==> config.mk <==
export PLATFORM = sky130hd
export DESIGN_NAME = riscv_mc_controller
export DESIGN_NICKNAME = d
export VERILOG_FILES = /design/src/rtl/riscv_pkg.sv /design/src/rtl/riscv_mc_controller_alu_decoder.sv /design/src/rtl/riscv_mc_controller.sv
export SDC_FILE = /design/constraint.sdc
export NUM_CORES = 1
export LEC_CHECK = 0
export BUFFER_PORTS_ARGS = -buffer_cell sky130_fd_sc_hd__buf_2
export CORE_AREA = 2 2 44 46
export CTS_CLUSTER_DIAMETER = 30
export DETAILED_ROUTE_END_ITERATION = 12
export DIE_AREA = 0 0 46 48
export PLACE_DENSITY = 0.82
export SYNTH_ARGS = -nofsm -noshare
export SYNTH_HDL_FRONTEND = slang
export SYNTH_HIERARCHICAL = 1
export SYNTH_SLANG_ARGS = --single-unit
export TNS_END_PERCENT = 1
==> constraint.sdc <==
create_clock -name clk -period 1.9 [get_ports clk]
set_clock_uncertainty 0.2 [all_clocks]
set_input_delay 0.19 -clock clk [delete_from_list [all_inputs] [get_ports clk]]
set_output_delay 0.19 -clock clk [all_outputs]
set_load 0.005 [all_outputs]
==> src/rtl/riscv_pkg.sv <==
// Shared types for the multi-cycle RISC-V controller: ALU control codes, opcodes,
// FSM states and datapath mux encodings.
package riscv_pkg;

  typedef enum logic [3:0] {
    ALU_ADD = 4'b0000,
    ALU_SUB = 4'b0001,
    ALU_AND = 4'b0010,
    ALU_OR  = 4'b0011,
    ALU_XOR = 4'b0100,
    ALU_SLL = 4'b0101,
    ALU_SRL = 4'b0110
  } alu_ctrl_e;

  localparam logic [6:0] OP_LW     = 7'b0000011;
  localparam logic [6:0] OP_SW     = 7'b0100011;
  localparam logic [6:0] OP_RTYPE  = 7'b0110011;
  localparam logic [6:0] OP_ITYPE  = 7'b0010011;
  localparam logic [6:0] OP_BRANCH = 7'b1100011;
  localparam logic [6:0] OP_JAL    = 7'b1101111;

  localparam logic [2:0] F3_BEQ = 3'b000;
  localparam logic [2:0] F3_BNE = 3'b001;

  typedef enum logic [3:0] {
    S_FETCH    = 4'd0,
    S_DECODE   = 4'd1,
    S_MEMADR   = 4'd2,
    S_MEMREAD  = 4'd3,
    S_MEMWB    = 4'd4,
    S_MEMWRITE = 4'd5,
    S_EXECUTER = 4'd6,
    S_EXECUTEI = 4'd7,
    S_ALUWB    = 4'd8,
    S_BRANCH   = 4'd9,
    S_JAL      = 4'd10
  } mc_state_e;

  localparam logic [1:0] ALUOP_ADD   = 2'b00;
  localparam logic [1:0] ALUOP_SUB   = 2'b01;
  localparam logic [1:0] ALUOP_FUNCT = 2'b10;

  localparam logic [1:0] RES_ALUOUT    = 2'b00;
  localparam logic [1:0] RES_DATA      = 2'b01;
  localparam logic [1:0] RES_ALURESULT = 2'b10;

  localparam logic [1:0] SRCA_PC    = 2'b00;
  localparam logic [1:0] SRCA_OLDPC = 2'b01;
  localparam logic [1:0] SRCA_RD1   = 2'b10;

  localparam logic [1:0] SRCB_RD2  = 2'b00;
  localparam logic [1:0] SRCB_IMM  = 2'b01;
  localparam logic [1:0] SRCB_FOUR = 2'b10;

  localparam logic [1:0] IMM_I = 2'b00;
  localparam logic [1:0] IMM_S = 2'b01;
  localparam logic [1:0] IMM_B = 2'b10;
  localparam logic [1:0] IMM_J = 2'b11;

  function automatic logic [1:0] imm_src_of(input logic [6:0] op);
    logic [1:0] imm;
    case (op)
      OP_SW:     imm = IMM_S;
      OP_BRANCH: imm = IMM_B;
      OP_JAL:    imm = IMM_J;
      default:   imm = IMM_I;
    endcase
    return imm;
  endfunction

endpackage

==> src/rtl/riscv_mc_controller_alu_decoder.sv <==
// Combinational ALUOp/funct decode to the 4-bit ALU control code, plus a flag for
// funct3/funct7b5 combinations the ALU does not support.
module alu_decoder
  import riscv_pkg::*;
(
  input  logic [1:0] aluop,
  input  logic [2:0] funct3,
  input  logic       op5,
  input  logic       funct7b5,
  output alu_ctrl_e  alu_control,
  output logic       illegal
);

  // Unsupported funct encodings, independent of ALUOp so DECODE can screen R/I ops
  always_comb begin
    illegal = 1'b0;
    case (funct3)
      3'b010, 3'b011:  illegal = 1'b1;
      3'b001, 3'b101:  illegal = funct7b5;
      default:         illegal = 1'b0;
    endcase
  end

  // ALU operation selection
  always_comb begin
    alu_control = ALU_ADD;
    case (aluop)
      ALUOP_ADD: alu_control = ALU_ADD;
      ALUOP_SUB: alu_control = ALU_SUB;
      ALUOP_FUNCT: begin
        case (funct3)
          3'b000: begin
            if (op5 && funct7b5) begin
              alu_control = ALU_SUB;
            end else begin
              alu_control = ALU_ADD;
            end
          end
          3'b001:  alu_control = ALU_SLL;
          3'b100:  alu_control = ALU_XOR;
          3'b101: begin
            if (!funct7b5) begin
              alu_control = ALU_SRL;
            end else begin
              alu_control = ALU_ADD;
            end
          end
          3'b110:  alu_control = ALU_OR;
          3'b111:  alu_control = ALU_AND;
          default: alu_control = ALU_ADD;
        endcase
      end
      default: alu_control = ALU_ADD;
    endcase
  end

endmodule

==> src/rtl/riscv_mc_controller.sv <==
// Multi-cycle RISC-V control FSM: sequences fetch/decode/execute/memory/writeback
// over a shared ALU and memory port.
module riscv_mc_controller
  import riscv_pkg::*;
(
  input  logic       clk,
  input  logic       reset,
  input  logic [6:0] op,
  input  logic [2:0] funct3,
  input  logic       funct7b5,
  input  logic       Zero,
  output logic       PCWrite,
  output logic       AdrSrc,
  output logic       MemWrite,
  output logic       IRWrite,
  output logic       RegWrite,
  output logic [1:0] ResultSrc,
  output logic [1:0] ALUSrcA,
  output logic [1:0] ALUSrcB,
  output logic [1:0] ImmSrc,
  output logic [3:0] ALUControl,
  output logic       IllegalInstr
);

  mc_state_e  state_r;
  mc_state_e  state_next_s;
  logic [1:0] aluop_s;
  alu_ctrl_e  alu_control_s;
  logic       funct_illegal_s;
  logic       instr_illegal_s;
  logic       pcwrite_s;
  logic       memwrite_s;
  logic       irwrite_s;
  logic       regwrite_s;
  logic       illegal_pulse_s;

  alu_decoder u_alu_decoder (
    .aluop       (aluop_s),
    .funct3      (funct3),
    .op5         (op[5]),
    .funct7b5    (funct7b5),
    .alu_control (alu_control_s),
    .illegal     (funct_illegal_s)
  );

  // Whole-instruction legality; funct fields matter only for R/I and branch ops
  always_comb begin
    instr_illegal_s = 1'b0;
    case (op)
      OP_LW, OP_SW, OP_JAL: instr_illegal_s = 1'b0;
      OP_RTYPE, OP_ITYPE:   instr_illegal_s = funct_illegal_s;
      OP_BRANCH: begin
        if (funct3 == F3_BEQ || funct3 == F3_BNE) begin
          instr_illegal_s = 1'b0;
        end else begin
          instr_illegal_s = 1'b1;
        end
      end
      default: instr_illegal_s = 1'b1;
    endcase
  end

  // Next-state logic
  always_comb begin
    state_next_s = S_FETCH;
    case (state_r)
      S_FETCH: state_next_s = S_DECODE;
      S_DECODE: begin
        if (instr_illegal_s) begin
          state_next_s = S_FETCH;
        end else begin
          case (op)
            OP_LW, OP_SW: state_next_s = S_MEMADR;
            OP_RTYPE:     state_next_s = S_EXECUTER;
            OP_ITYPE:     state_next_s = S_EXECUTEI;
            OP_BRANCH:    state_next_s = S_BRANCH;
            OP_JAL:       state_next_s = S_JAL;
            default:      state_next_s = S_FETCH;
          endcase
        end
      end
      S_MEMADR: begin
        if (op == OP_SW) begin
          state_next_s = S_MEMWRITE;
        end else begin
          state_next_s = S_MEMREAD;
        end
      end
      S_MEMREAD:  state_next_s = S_MEMWB;
      S_EXECUTER: state_next_s = S_ALUWB;
      S_EXECUTEI: state_next_s = S_ALUWB;
      S_JAL:      state_next_s = S_ALUWB;
      default:    state_next_s = S_FETCH;
    endcase
  end

  // State register
  always_ff @(posedge clk or posedge reset) begin
    if (reset) begin
      state_r <= S_FETCH;
    end else begin
      state_r <= state_next_s;
    end
  end

  // Moore outputs per state; BRANCH alone looks at Zero
  always_comb begin
    pcwrite_s       = 1'b0;
    AdrSrc          = 1'b0;
    memwrite_s      = 1'b0;
    irwrite_s       = 1'b0;
    regwrite_s      = 1'b0;
    ResultSrc       = RES_ALUOUT;
    ALUSrcA         = SRCA_PC;
    ALUSrcB         = SRCB_RD2;
    aluop_s         = ALUOP_ADD;
    illegal_pulse_s = 1'b0;
    case (state_r)
      S_FETCH: begin
        irwrite_s = 1'b1;
        pcwrite_s = 1'b1;
        ALUSrcB   = SRCB_FOUR;
        ResultSrc = RES_ALURESULT;
      end
      S_DECODE: begin
        ALUSrcA         = SRCA_OLDPC;
        ALUSrcB         = SRCB_IMM;
        illegal_pulse_s = instr_illegal_s;
      end
      S_MEMADR: begin
        ALUSrcA = SRCA_RD1;
        ALUSrcB = SRCB_IMM;
      end
      S_MEMREAD: AdrSrc = 1'b1;
      S_MEMWB: begin
        ResultSrc  = RES_DATA;
        regwrite_s = 1'b1;
      end
      S_MEMWRITE: begin
        AdrSrc     = 1'b1;
        memwrite_s = 1'b1;
      end
      S_EXECUTER: begin
        ALUSrcA = SRCA_RD1;
        aluop_s = ALUOP_FUNCT;
      end
      S_EXECUTEI: begin
        ALUSrcA = SRCA_RD1;
        ALUSrcB = SRCB_IMM;
        aluop_s = ALUOP_FUNCT;
      end
      S_ALUWB: regwrite_s = 1'b1;
      S_BRANCH: begin
        ALUSrcA = SRCA_RD1;
        aluop_s = ALUOP_SUB;
        if (funct3 == F3_BNE) begin
          pcwrite_s = ~Zero;
        end else begin
          pcwrite_s = Zero;
        end
      end
      S_JAL: begin
        ALUSrcA   = SRCA_OLDPC;
        ALUSrcB   = SRCB_FOUR;
        pcwrite_s = 1'b1;
      end
      default: begin
        pcwrite_s = 1'b0;
      end
    endcase
  end

  // Write enables held off for the whole time reset is asserted
  assign PCWrite      = pcwrite_s & ~reset;
  assign MemWrite     = memwrite_s & ~reset;
  assign IRWrite      = irwrite_s & ~reset;
  assign RegWrite     = regwrite_s & ~reset;
  assign IllegalInstr = illegal_pulse_s & ~reset;
  assign ALUControl   = alu_control_s;
  assign ImmSrc       = imm_src_of(op);

endmodule

==> summary.txt <==
Drt
  – Drt pass-1 iters: 4
  – DRT iter0 DRCs: 19
  – Final ANT Viol Nets: 0
  – Vias per std cell: roughly 5.6
  – Routed wire length: 1890 um
  – Via count: 835
  – DRC: 0
  – DR WL/cell: ~13 um

Power
  – Pwr per Cell Area: 686 mW/mm^2
  – VDD IR-drop max: 0.000403 V
  – Flop pwr share: 15.5%
  – P_sw: roughly 290 uW
  – Combinational fraction of design power: 68.1%
  – Net Sw Frac: 41.7%
  – Power share of the clock group: 16.5%
  – Static leakage: between 0.0004 and 0.0005 uW
  – Internal power: 410 uW
  – Total power: 703 uW

Cells and area
  – NumNets Final: 151
  – Filler cell count: 166
  – Layout cells sized above 1: 44.4%
  – Core Util, Final: 60.6%
  – Largest regs: state_r (4)
  – Biggest register: state_r
  – Area grow syn2layout: 49.3%
  – ANT cells: 0
  – Max FFs per register: 4

Job
  – Max-cap violations: 0

Timing
  – Slew Viols, Final: 0
  – Fin. Hold Viols: 0
  – Setup ws final: -277 ps
  – Final setup viols: 5
  – Period utilization: 115%
  – RSZ-0062 raised after global routing: yes
  – Fmax: 0.459 GHz
  – Min Tclk post-route: about 2200 ps

Placed design
  – Buffers on Ports: 30
  – Global placement routability congestion: 0.818
  – Post-detail-place hpwl: 1480 um

Logic synthesis
  – Area contributors post-synth: dfrtp_1 15%, nor3b_1 5.5%, nor3_1 5.1%
  – Syn nets: 110
  – Post-synth top cells: 7 x nor3_1, 6 x a21oi_1, 6 x inv_1
  – Syn. warnings: 6
  – Async set-reset flop share out of synthesis: between 90% and 100%
  – Share of the synthesized area in the top cell type: 14.6%
  – Post-synth top area cell: dfrtp_1
  – Syn Inst Count: 94
  – Sequential element share of the synthesized area: 14.6%
  – Post-synthesis register bit count: 4
  – Top_reg_cell synth: dfrtp_1
  – Synth unique cells: 37
  – Cell with the most instances after synthesis: nor3_1
  – Post-synth EDFFs: 0
  – Post-Syn Area per Cell: 7.29 um^2
  – Cell area after synthesis: 686 um^2

Die
  – Initial Util: approximately two fifths
  – Io pins: 32
  – CORE AREA: 0.00169 mm^2
  – Die footprint: 0.00221 mm^2
  – Num rows: 15
  – Die Ht: 48 um
  – Die X: around 46 um

Global routing
  – M1 GR Usage: approximately 20%
  – Pin count of the biggest net entering global routing: 15
  – Busiest grt layer: met2
  – Met2 usage: 32.5%
  – Met3 global-route usage: 1.13%
  – Gr ovfl total: 0
  – Overall routing resource usage: 17.6%
  – Initial antenna violation count: 0
  – Number of global-route vias before repair: 698
  – Global-route wire length before repair: between 2000 and 3000 um

Clocking
  – Clk Latency, worst-skew pair: 250 ps
  – CTS tree: yes
  – Worst-path clk slew: roughly 40 ps
  – Root Driver: clkbuf_4
  – H-Tree Depth: 1
  – Maximum buffer depth of the clock tree: 2
  – CTS Buf Count: 3
  – Clk sink count: 4

Run status
  – Outcome: finished, violations left
  – Failing checks: setup timing

Worst hold path
  – Hold Crit Class: primary input to register

Worst setup path
  – Startpoint Class: register
  – CP Max Fanout: 4
  – Crit Path Class: register to output pin
  – Worst setup EP type: output pin
  – WP data required: about 1500 ps
  – CP Data Arrival Time: 1790 ps
## metal layers
| layer | up-vias | share of wire (%) |
|---|---|---|
| met4 | 0 | 1.3 |
| li1 | 421 | - |
| met2 | 26 | 52 |
| met5 | - | 0 |
| met1 | 386 | 43 |
| met3 | 2 | 3.8 |
## worst max-delay path, cell delays in order (launching register included)
cell and delay [ps]:
dfrtp_1 370, inv_2 70, nor2_4 110, and2_4 170, ha_4 140, or4b_4 460, a21oi_2 120, buf_2 120
## repair_timing
action                                 4_1_cts  5_1_grt
resized for setup                            4        2
endpoints found under the hold margin        4        0
setup buffers                                2        0
setup endpoints to repair                    5        7
pin swaps                                    2        3
hold buffers                                 1        0
## power by group through the flow
stage | combinational (uW) | sequential [uW] | clock (uW)
final | 478 | 109 | 116
after global routing | 522 | 111 | 120
after CTS | 457 | 109 | 119
after detailed placement | 433 | 110 | 0
after global placement | 419 | 109 | 0
after floorplan | 252 | 115 | 0
## worst paths after layout
check,slack [ps],endpoint,from,cells past startpoint
setup / recovery,-280,ALUControl[0],state_r[2]$_DFF_PP0_,7
hold / removal,60,state_r[1]$_DFF_PP0_,op[0],3
setup reg to reg,170,state_r[3]$_DFF_PP0_,state_r[3]$_DFF_PP0_,5
hold reg to reg,440,state_r[2]$_DFF_PP0_,state_r[2]$_DFF_PP0_,2
max in group asynchronous,1100,state_r[2]$_DFF_PP0_,reset,3
min in group asynchronous,230,state_r[3]$_DFF_PP0_,reset,3
## cells in the final DEF, fill, tap and decap left out, types with 2 or more instances in the layout
cell	Yosys	final
xor2_1	3	3
nand3_1	3	3
a21oi_1	6	5
nand2_1	4	4
dfrtp_1	4	4
o21bai_1	2	2
and2_1	3	2
nand2b_1	5	5
o22ai_1	2	2
xnor2_1	3	3
o21ai_0	4	4
buf_4	1	12
inv_1	6	5
o41ai_1	2	2
nor3b_1	5	4
clkbuf_4	0	3
buf_2	2	30
nand3b_1	2	2
o21ai_1	2	2
nor4_4	0	2
nor3_1	7	6
nor2_1	4	3
## cells by family (layout without fill, tap and decap cells)
logic type,after synthesis,count (layout),share of synthesized area [%]
AOI/OAI and AO/OA,24,24,22.8
xor gates and xnor gates,6,6,7.67
adders and majority gates,2,2,3.65
buffers and inverters,13,52,8.03
DFF,4,4,14.6
muxes,1,1,1.46
other,1,1,0.547
and+or+nand+nor,43,43,41.2
## per-stage QoR
stage / setup TNS [ps] / setup WS [ps] / cell area (um^2) / std cells / hold slack [ps]
floorplan: -57.5 / -57.5 / 748 / 94 / -239
global placement: -4.48 / -4.48 / 941 / 144 / -75.1
detailed placement: -49.1 / -49.1 / 941 / 144 / -74.5
CTS: -911 / -274 / 1010 / 150 / 61.0
global route: -1160 / -336 / 1020 / 150 / 91.0
finish: -936 / -277 / 1020 / 150 / 62.7
## layout make-up
type,instances,area (um^2),area share (%)
inverter,6,22.5,2.20
sequential,4,100,9.78
tap,17,21.3,2.08
timing repair buffer,43,250,24.4
clock buffer,3,22.5,2.20
multi-input combinational,77,607,59.3
Note: power is estimated with default switching activity, not from simulation.
